==> config.mk <==
export PLATFORM = sky130hd
export DESIGN_NAME = pipe_ctrl
export DESIGN_NICKNAME = d
export VERILOG_FILES = /design/src/rtl/pipe_ctrl.sv
export SDC_FILE = /design/constraint.sdc
export NUM_CORES = 1
export LEC_CHECK = 0
export ABC_CLOCK_PERIOD_IN_PS = 1850
export CAP_MARGIN = 40
export CORE_MARGIN = 5
export CORE_UTILIZATION = 30
export CTS_CLUSTER_SIZE = 24
export DETAILED_ROUTE_END_ITERATION = 10
export GPL_TIMING_DRIVEN = 0
export PLACE_DENSITY = 0.95
export SLEW_MARGIN = 20
export SYNTH_ARGS = -nofsm -noshare
export SYNTH_HDL_FRONTEND = slang
export SYNTH_SLANG_ARGS = --single-unit
==> constraint.sdc <==
create_clock -name clk -period 1.85 [get_ports clk]
set_clock_uncertainty 0.05 [all_clocks]
set_input_delay 0.2775 -clock clk [delete_from_list [all_inputs] [get_ports clk]]
set_output_delay 0.2775 -clock clk [all_outputs]
set_load 0.005 [all_outputs]
==> src/rtl/pipe_ctrl.sv <==
// ---------------------------------------------------------------------------
// pipe_ctrl
//
// Central stall/flush controller for a five-stage in-order pipeline.
//
// It gathers hazard and busy requests from IF, ID, EX and MEM. It drives the
// per-stage hold (stall) and bubble (flush) controls consumed by pc_reg,
// if_id, id_ex and ex_mem.
//
// A small FSM sequences branch redirects that race an outstanding
// instruction fetch. This guarantees that the stale fetch result is always
// squashed.
//
// Control outputs are combinational from the current state and the inputs.
// Requests therefore take effect in the same cycle; only the state advances
// on the clock edge.
//
// Optional feature macro: PIPE_CTRL_PERF_EN
//   defined   -> saturating stall_cycles / redirect_count counters
//   undefined -> no counter flops, both counter outputs tied to zero
//
// Parameters:
//   CNT_W          width of the performance counters (>= 2)
//
// Ports:
//   clk            system clock, rising edge
//   rst            asynchronous, active-low reset
//   rdy            global ready; 0 freezes the whole pipeline
//   if_busy        instruction fetch outstanding, no valid instruction
//   mem_busy       load/store in MEM not yet complete
//   id_load_use    ID source matches the rd of a load in EX
//   ex_jump        EX resolved a taken jump/branch
//   pc_stall       hold PC
//   pc_redirect    PC loads the EX target this cycle
//   if_id_stall    hold IF/ID register
//   id_ex_stall    hold ID/EX register
//   ex_mem_stall   hold EX/MEM register
//   if_id_flush    load a NOP bubble into IF/ID
//   id_ex_flush    load a NOP bubble into ID/EX
//   stall_cycles   cycles (with rdy=1) on which any stall was asserted
//   redirect_count number of redirects issued
// ---------------------------------------------------------------------------
module pipe_ctrl #(
    parameter int CNT_W = 32
) (
    input  logic             clk,
    input  logic             rst,
    input  logic             rdy,
    input  logic             if_busy,
    input  logic             mem_busy,
    input  logic             id_load_use,
    input  logic             ex_jump,
    output logic             pc_stall,
    output logic             pc_redirect,
    output logic             if_id_stall,
    output logic             id_ex_stall,
    output logic             ex_mem_stall,
    output logic             if_id_flush,
    output logic             id_ex_flush,
    output logic [CNT_W-1:0] stall_cycles,
    output logic [CNT_W-1:0] redirect_count
);

    // RUN    : normal flow
    // BUBBLE : one cycle after a load-use bubble; a repeated request is the
    //          same hazard and must not insert a second bubble
    // DRAIN  : a redirect happened while a fetch was outstanding; that
    //          fetch's result is stale and must be flushed when it returns
    typedef enum logic [1:0] {
        RUN    = 2'd0,
        BUBBLE = 2'd1,
        DRAIN  = 2'd2
    } state_t;

    state_t state_r;
    state_t next_state_s;

    // Control outputs and next state, in priority order:
    // reset, !rdy, mem_busy, ex_jump, id_load_use, if_busy.
    always_comb begin
        pc_stall     = 1'b0;
        pc_redirect  = 1'b0;
        if_id_stall  = 1'b0;
        id_ex_stall  = 1'b0;
        ex_mem_stall = 1'b0;
        if_id_flush  = 1'b0;
        id_ex_flush  = 1'b0;
        next_state_s = state_r;

        if (!rst) begin
            // Hold and bubble everything while in reset; never redirect.
            pc_stall     = 1'b1;
            if_id_stall  = 1'b1;
            id_ex_stall  = 1'b1;
            ex_mem_stall = 1'b1;
            if_id_flush  = 1'b1;
            id_ex_flush  = 1'b1;
            next_state_s = RUN;
        end else if (!rdy || mem_busy) begin
            // Global freeze or MEM wait. EX is frozen as well, so a pending
            // ex_jump stays asserted and is picked up once the freeze ends.
            pc_stall     = 1'b1;
            if_id_stall  = 1'b1;
            id_ex_stall  = 1'b1;
            ex_mem_stall = 1'b1;
            next_state_s = state_r;
        end else begin
            case (state_r)
                RUN: begin
                    if (ex_jump) begin
                        // The jump wins over a load-use: the hazard
                        // instruction in ID is flushed anyway.
                        pc_redirect = 1'b1;
                        if_id_flush = 1'b1;
                        id_ex_flush = 1'b1;
                        if (if_busy) begin
                            next_state_s = DRAIN;
                        end else begin
                            next_state_s = RUN;
                        end
                    end else if (id_load_use) begin
                        pc_stall     = 1'b1;
                        if_id_stall  = 1'b1;
                        id_ex_flush  = 1'b1;
                        next_state_s = BUBBLE;
                    end else if (if_busy) begin
                        pc_stall     = 1'b1;
                        if_id_flush  = 1'b1;
                        next_state_s = RUN;
                    end else begin
                        next_state_s = RUN;
                    end
                end

                BUBBLE: begin
                    // id_load_use is deliberately ignored here.
                    if (ex_jump) begin
                        pc_redirect = 1'b1;
                        if_id_flush = 1'b1;
                        id_ex_flush = 1'b1;
                        if (if_busy) begin
                            next_state_s = DRAIN;
                        end else begin
                            next_state_s = RUN;
                        end
                    end else if (if_busy) begin
                        pc_stall     = 1'b1;
                        if_id_flush  = 1'b1;
                        next_state_s = RUN;
                    end else begin
                        next_state_s = RUN;
                    end
                end

                DRAIN: begin
                    // Keep squashing until the stale fetch has returned. On
                    // the cycle if_busy drops, that returning result is the
                    // stale one, so it is flushed too before RUN resumes.
                    pc_stall    = 1'b1;
                    if_id_flush = 1'b1;
                    id_ex_flush = 1'b1;
                    if (if_busy) begin
                        next_state_s = DRAIN;
                    end else begin
                        next_state_s = RUN;
                    end
                end

                default: begin
                    next_state_s = RUN;
                end
            endcase
        end
    end

    // State register.
    always_ff @(posedge clk or negedge rst) begin
        if (!rst) begin
            state_r <= RUN;
        end else begin
            state_r <= next_state_s;
        end
    end

`ifdef PIPE_CTRL_PERF_EN
    localparam logic [CNT_W-1:0] CNT_MAX = {CNT_W{1'b1}};
    localparam logic [CNT_W-1:0] CNT_ONE = CNT_W'(1);

    logic             any_stall_s;
    logic [CNT_W-1:0] stall_cnt_r;
    logic [CNT_W-1:0] redir_cnt_r;

    assign any_stall_s = pc_stall | if_id_stall | id_ex_stall | ex_mem_stall;

    // Saturating activity counters. A freeze (rdy=0) is not counted as a
    // pipeline stall.
    always_ff @(posedge clk or negedge rst) begin
        if (!rst) begin
            stall_cnt_r <= {CNT_W{1'b0}};
            redir_cnt_r <= {CNT_W{1'b0}};
        end else begin
            if (rdy && any_stall_s && (stall_cnt_r != CNT_MAX)) begin
                stall_cnt_r <= stall_cnt_r + CNT_ONE;
            end else begin
                stall_cnt_r <= stall_cnt_r;
            end
            if (pc_redirect && (redir_cnt_r != CNT_MAX)) begin
                redir_cnt_r <= redir_cnt_r + CNT_ONE;
            end else begin
                redir_cnt_r <= redir_cnt_r;
            end
        end
    end

    assign stall_cycles   = stall_cnt_r;
    assign redirect_count = redir_cnt_r;
`else
    assign stall_cycles   = {CNT_W{1'b0}};
    assign redirect_count = {CNT_W{1'b0}};
`endif

endmodule
; Yosys cells after proc, flatten, opt, wreduce, memory -nomap -nowiden
; Cells that the tools add are included.
[op_classes]
n_eq_ne = 3
mux = 35
reduce_logical = 4
[ops]
columns = cell, count
row1 = $mux 1, 26
row2 = $mux 2, 5
row3 = $pmux 1 s3, 3
row4 = $pmux 2 s3, 1
row5 = $eq 2x1->1 const B, 1
row6 = $eq 2x2->1 const B, 1
row7 = $logic_not 2->1, 1
row8 = $ne 2x2->1 const B, 1
row9 = $reduce_or 2->1, 1
row10 = $logic_not 1->1, 1
row11 = $logic_or 1x1->1, 1
[word_totals]
ff_bits = 2
in_bits = 7
output_inout_bits = 71
elab_cells = 43

; Longest topological paths before layout
[logic_depth]
word_depth = 6
mapped_depth = 3
ltp_nobuf = 3

; Worst setup path after synthesis
; Ideal clock, no wire load.
[synth_path]
path_kind = register to output
start = register state_r[0]
end = output if_id_stall
arrival_ns = 0.961
required_ns = 1.522
path_slack_ns = 0.562
stages_incl_launch_ff = 4
path_buffers = 0
path_cell_list = dfrtp_1 nand2b_4 or3_4 nand3_1
[synth_between]
elab_chain_len = 4
[synth_lines]
columns = item, line
row1 = from (decl), 75  ; state_t state_r;
row2 = from (signal assigned), 181  ; state_r <= next_state_s;
row3 = $logic_not 2->1, 108  ; case (state_r)
row4 = $mux 1, 108
row5 = $mux 1, 99  ; end else if (!rdy || mem_busy) begin
row6 = $mux 1, 90  ; if (!rst) begin
row7 = to (decl), 55  ; output logic if_id_stall,
; No other way between the ends.

; Worst setup path after layout
; Same ends and word-level chain as after synthesis.

==> results by group <==
Critical path
  • Biggest fanout along the worst timing path: 3
  • Crit path cell chain: nand2b_4 > or3_4 > nand3_1 > dlygate4sd2_1
  • Highest-delay cell along the critical path: dfrtp_1
  • CP Data Arrival Time: between 1 and 1.5 ns
  • Delay of the slowest cell on the worst path: between 0.3 and 0.4 ns
  • Required time reported for the critical path endpoint: roughly 1.5 ns
  • Worst setup path class: flip-flop to output port
  • Startpoint type of the worst setup path: flip-flop
  • CP delay by family, top: simple AND/OR/NAND/NOR gates
  • WP buf/inv: 1
  • Capturing element type of the critical path: output port

Route
  • Final routed DRC violation total: 0
  • Vias after detailed routing: approximately 640
  • First-pass detailed-route iteration total: 4
  • Post-detailed-routing wire length: approximately 1.6 mm
  • Remaining number of nets flagged by the antenna check after routing: 0
  • Drt wl/cell: 7.87 um
  • Avg Vias per Cell: approximately 3.1
  • Drt initial violations: 12

Timing
  • Final-report max-slew violation count: 0
  • Unrepaired setup endpoints after global routing: false
  • Share of the cycle needed by the critical path after routing: 97.2%
  • Highest clock rate: 556 MHz
  • Min Clock Period, post-route: 1.80 ns
  • Number of hold violations in the final report: 0
  • Setup Viol. Count Final: 0

Run status
  • Result of the run: completed

GRT
  • Global-route wire length before repair: roughly 2.4 mm
  • Global Route met3 Usage: 2.23%
  • Maximum number of pins on one net before global-route repair: 9
  • Via count of the first global-routing pass: 608
  • GR Util All Layers: 9.23%
  • Met1 track utilization from global routing: approximately 8.8%
  • Number of antenna violations at the first check in global routing: 0
  • Busiest grt layer: met2
  • GR met2 Demand/Resource: between 10% and 20%
  • Remaining global-route overflow: 0

Pwr
  • Clock network fraction of design power: approximately 30%
  • Static leakage power: 0.739 nW
  • Pwr dens: around 300 mW/mm2
  • Total power after layout: approximately 0.00034 W
  • Part of the total power dissipated in combinational logic: about 57%
  • Maximum vdd drop: 0.000341 V
  • Net load switching power: roughly 0.00011 W
  • Internal power contribution: approximately 0.00024 W
  • Switching part of the total power: 31.3%
  • Part of the power in registers: 13.8%

Floorplanning
  • Total Die Area: 0.00340 mm2
  • Starting Density: about a third
  • Area of the core: approximately 0.0022 mm2
  • Number of primary I/O pins: 78
  • Row Count: 17
  • Die Width: a little under 60 um
  • Floorplan die height: between 50 and 60 um

Run
  • Max Cap Violations: 0

Placed design
  • Total of buffers placed on input and output ports: 13
  • RePlAce Congestion: about 0.78

Clock tree
  • Cts bufs inserted: 3
  • TritonCTS clock tree: built
  • Sink Count: 2
  • Clock slew at the register clock pins of the worst setup and hold paths: ~0.030 ns
  • Worst-Skew Late Latency: between 0.2 and 0.25 ns
  • Cell at the root of the clock tree: clkbuf_4
  • Depth of the CTS H-tree: 1
  • Clock Path Buffers: 2

Cells and area
  • Largest registers: state_r (2)
  • Flip-flop count of the largest register, all copies and words added: 2
  • Layout overhead on the synthesized area: 64.6%
  • Fraction of final layout cells with drive strength greater than 1: a little over two fifths
  • Diodes inserted: 0
  • Commonest cells after routing, fill and taps aside: buf_4 (68), conb_1 (64), dlygate4sd2_1 (8)
  • Net count, final: between 150 and 200
  • Register with the highest flop count: state_r
  • Util after Layout: 52.0%
  • FILL cells: roughly 220
  • Most frequent standard cell in the layout excluding fill and tap cells: buf_4

Synthesis
  • Portion of the post-synthesis area used by sequential elements: about 7.2%
  • Synth Instances: slightly above 90
  • Yosys synthesis warning count: 0
  • Per-instance average area after synthesis: between 7 and 8 um2
  • Mapped Area: 699 um2
  • Number of distinct standard cells referenced by the synthesized netlist: 18
  • FF+latch count, synth: 2

Min path
  • Path class of the lowest-slack min-delay path: input pin to flip-flop
-- metrics by stage --
| step | hold WS [ns] | cells | area (um2) | worst slack, ns | setup TNS, ns |
|---|---|---|---|---|---|
| after global routing | 0.511 | 204 | 1150 | 0.00769 | 0 |
| after floorplan | -0.0681 | 156 | 936 | 0.562 | 0 |
| after global placement | 0.477 | 197 | 1100 | -0.323 | -1.47 |
| after detailed placement | 0.476 | 197 | 1100 | -0.318 | -1.46 |
| after CTS | 0.483 | 204 | 1150 | 0.0129 | 0 |
| final | 0.502 | 204 | 1150 | 0.0519 | 0 |
-- cell families (layout without fill, tap and decap cells) --
kind of cell	count (synthesis)	count (layout)	synth area share, %
simple gates	15	15	13.6
other cells	1	64	0.536
buf+inv	66	86	70.3
flops	2	2	7.16
compound gates	9	9	8.41
-- area by class of cell --
class / count / area (um2) / area share [%]
inverters: 1 / 3.75 / 0.326
flip-flops and latches: 2 / 50.0 / 4.35
well taps: 28 / 35.0 / 3.04
repair buffers: 17 / 150 / 13.0
clock buffers: 3 / 22.5 / 1.96
plain buffers: 65 / 488 / 42.4
multi-input cells: 88 / 402 / 34.9
-- tightest hold or removal path, cell delays in order --
cell and delay, ns:
dlygate4sd2_1 0.26, or3_4 0.16, o21ai_2 0.05
-- layer usage --
| layer | vias to the layer above | part of all wire [%] |
|---|---|---|
| met5 | - | 0 |
| met4 | 0 | 2.7 |
| met3 | 4 | 13 |
| met2 | 54 | 55 |
| met1 | 249 | 29 |
| li1 | 334 | - |
-- Yosys cell counts --
library cell  count  area [um2]
buf_4            65         488
nand2_1           4        15.0
nand2b_1          3        18.8
nand3_1           3        15.0
a21oi_1           2        10.0
dfrtp_1           2        50.1
nor2_1            2        7.51
o21ai_0           2        10.0
a211o_1           1        8.76
a211oi_1          1        7.51
conb_1            1        3.75
inv_1             1        3.75
nand2b_4          1        13.8
nor2b_4           1        13.8
o21a_1            1        7.51
o21ai_2           1        8.76
o22ai_1           1        6.26
or3_4             1        11.3
-- power groups by stage --
stage / Combinational (W) / Sequential [W] / Clock (W)
2_1_floorplan: 0.000150 / 0.0000475 / 0
3_3_place_gp: 0.000185 / 0.0000479 / 0
3_5_place_dp: 0.000185 / 0.0000480 / 0
4_1_cts: 0.000185 / 0.0000471 / 0.000110
5_1_grt: 0.000218 / 0.0000474 / 0.000109
6_report: 0.000195 / 0.0000473 / 0.000101
-- what timing repair did --
item	in CTS	in global routing
buffers inserted	3	0
setup endpoints to repair	7	2
hold buffers	1	0
hold endpoints to repair	2	0
gates resized for setup	11	3
-- final timing paths --
check	cells after the start	to	slack (ns)	from
max reg2reg	3	state_r[0]	0.73	state_r[0]
min in group asynchronous	2	state_r[0]	0.66	rst
min	3	state_r[0]	0.50	ex_jump
max in group asynchronous	2	state_r[1]	0.96	rst
min reg2reg	3	state_r[0]	0.61	state_r[0]
max	4	if_id_stall	0.05	state_r[0]
(Power assumes the default switching activity.)
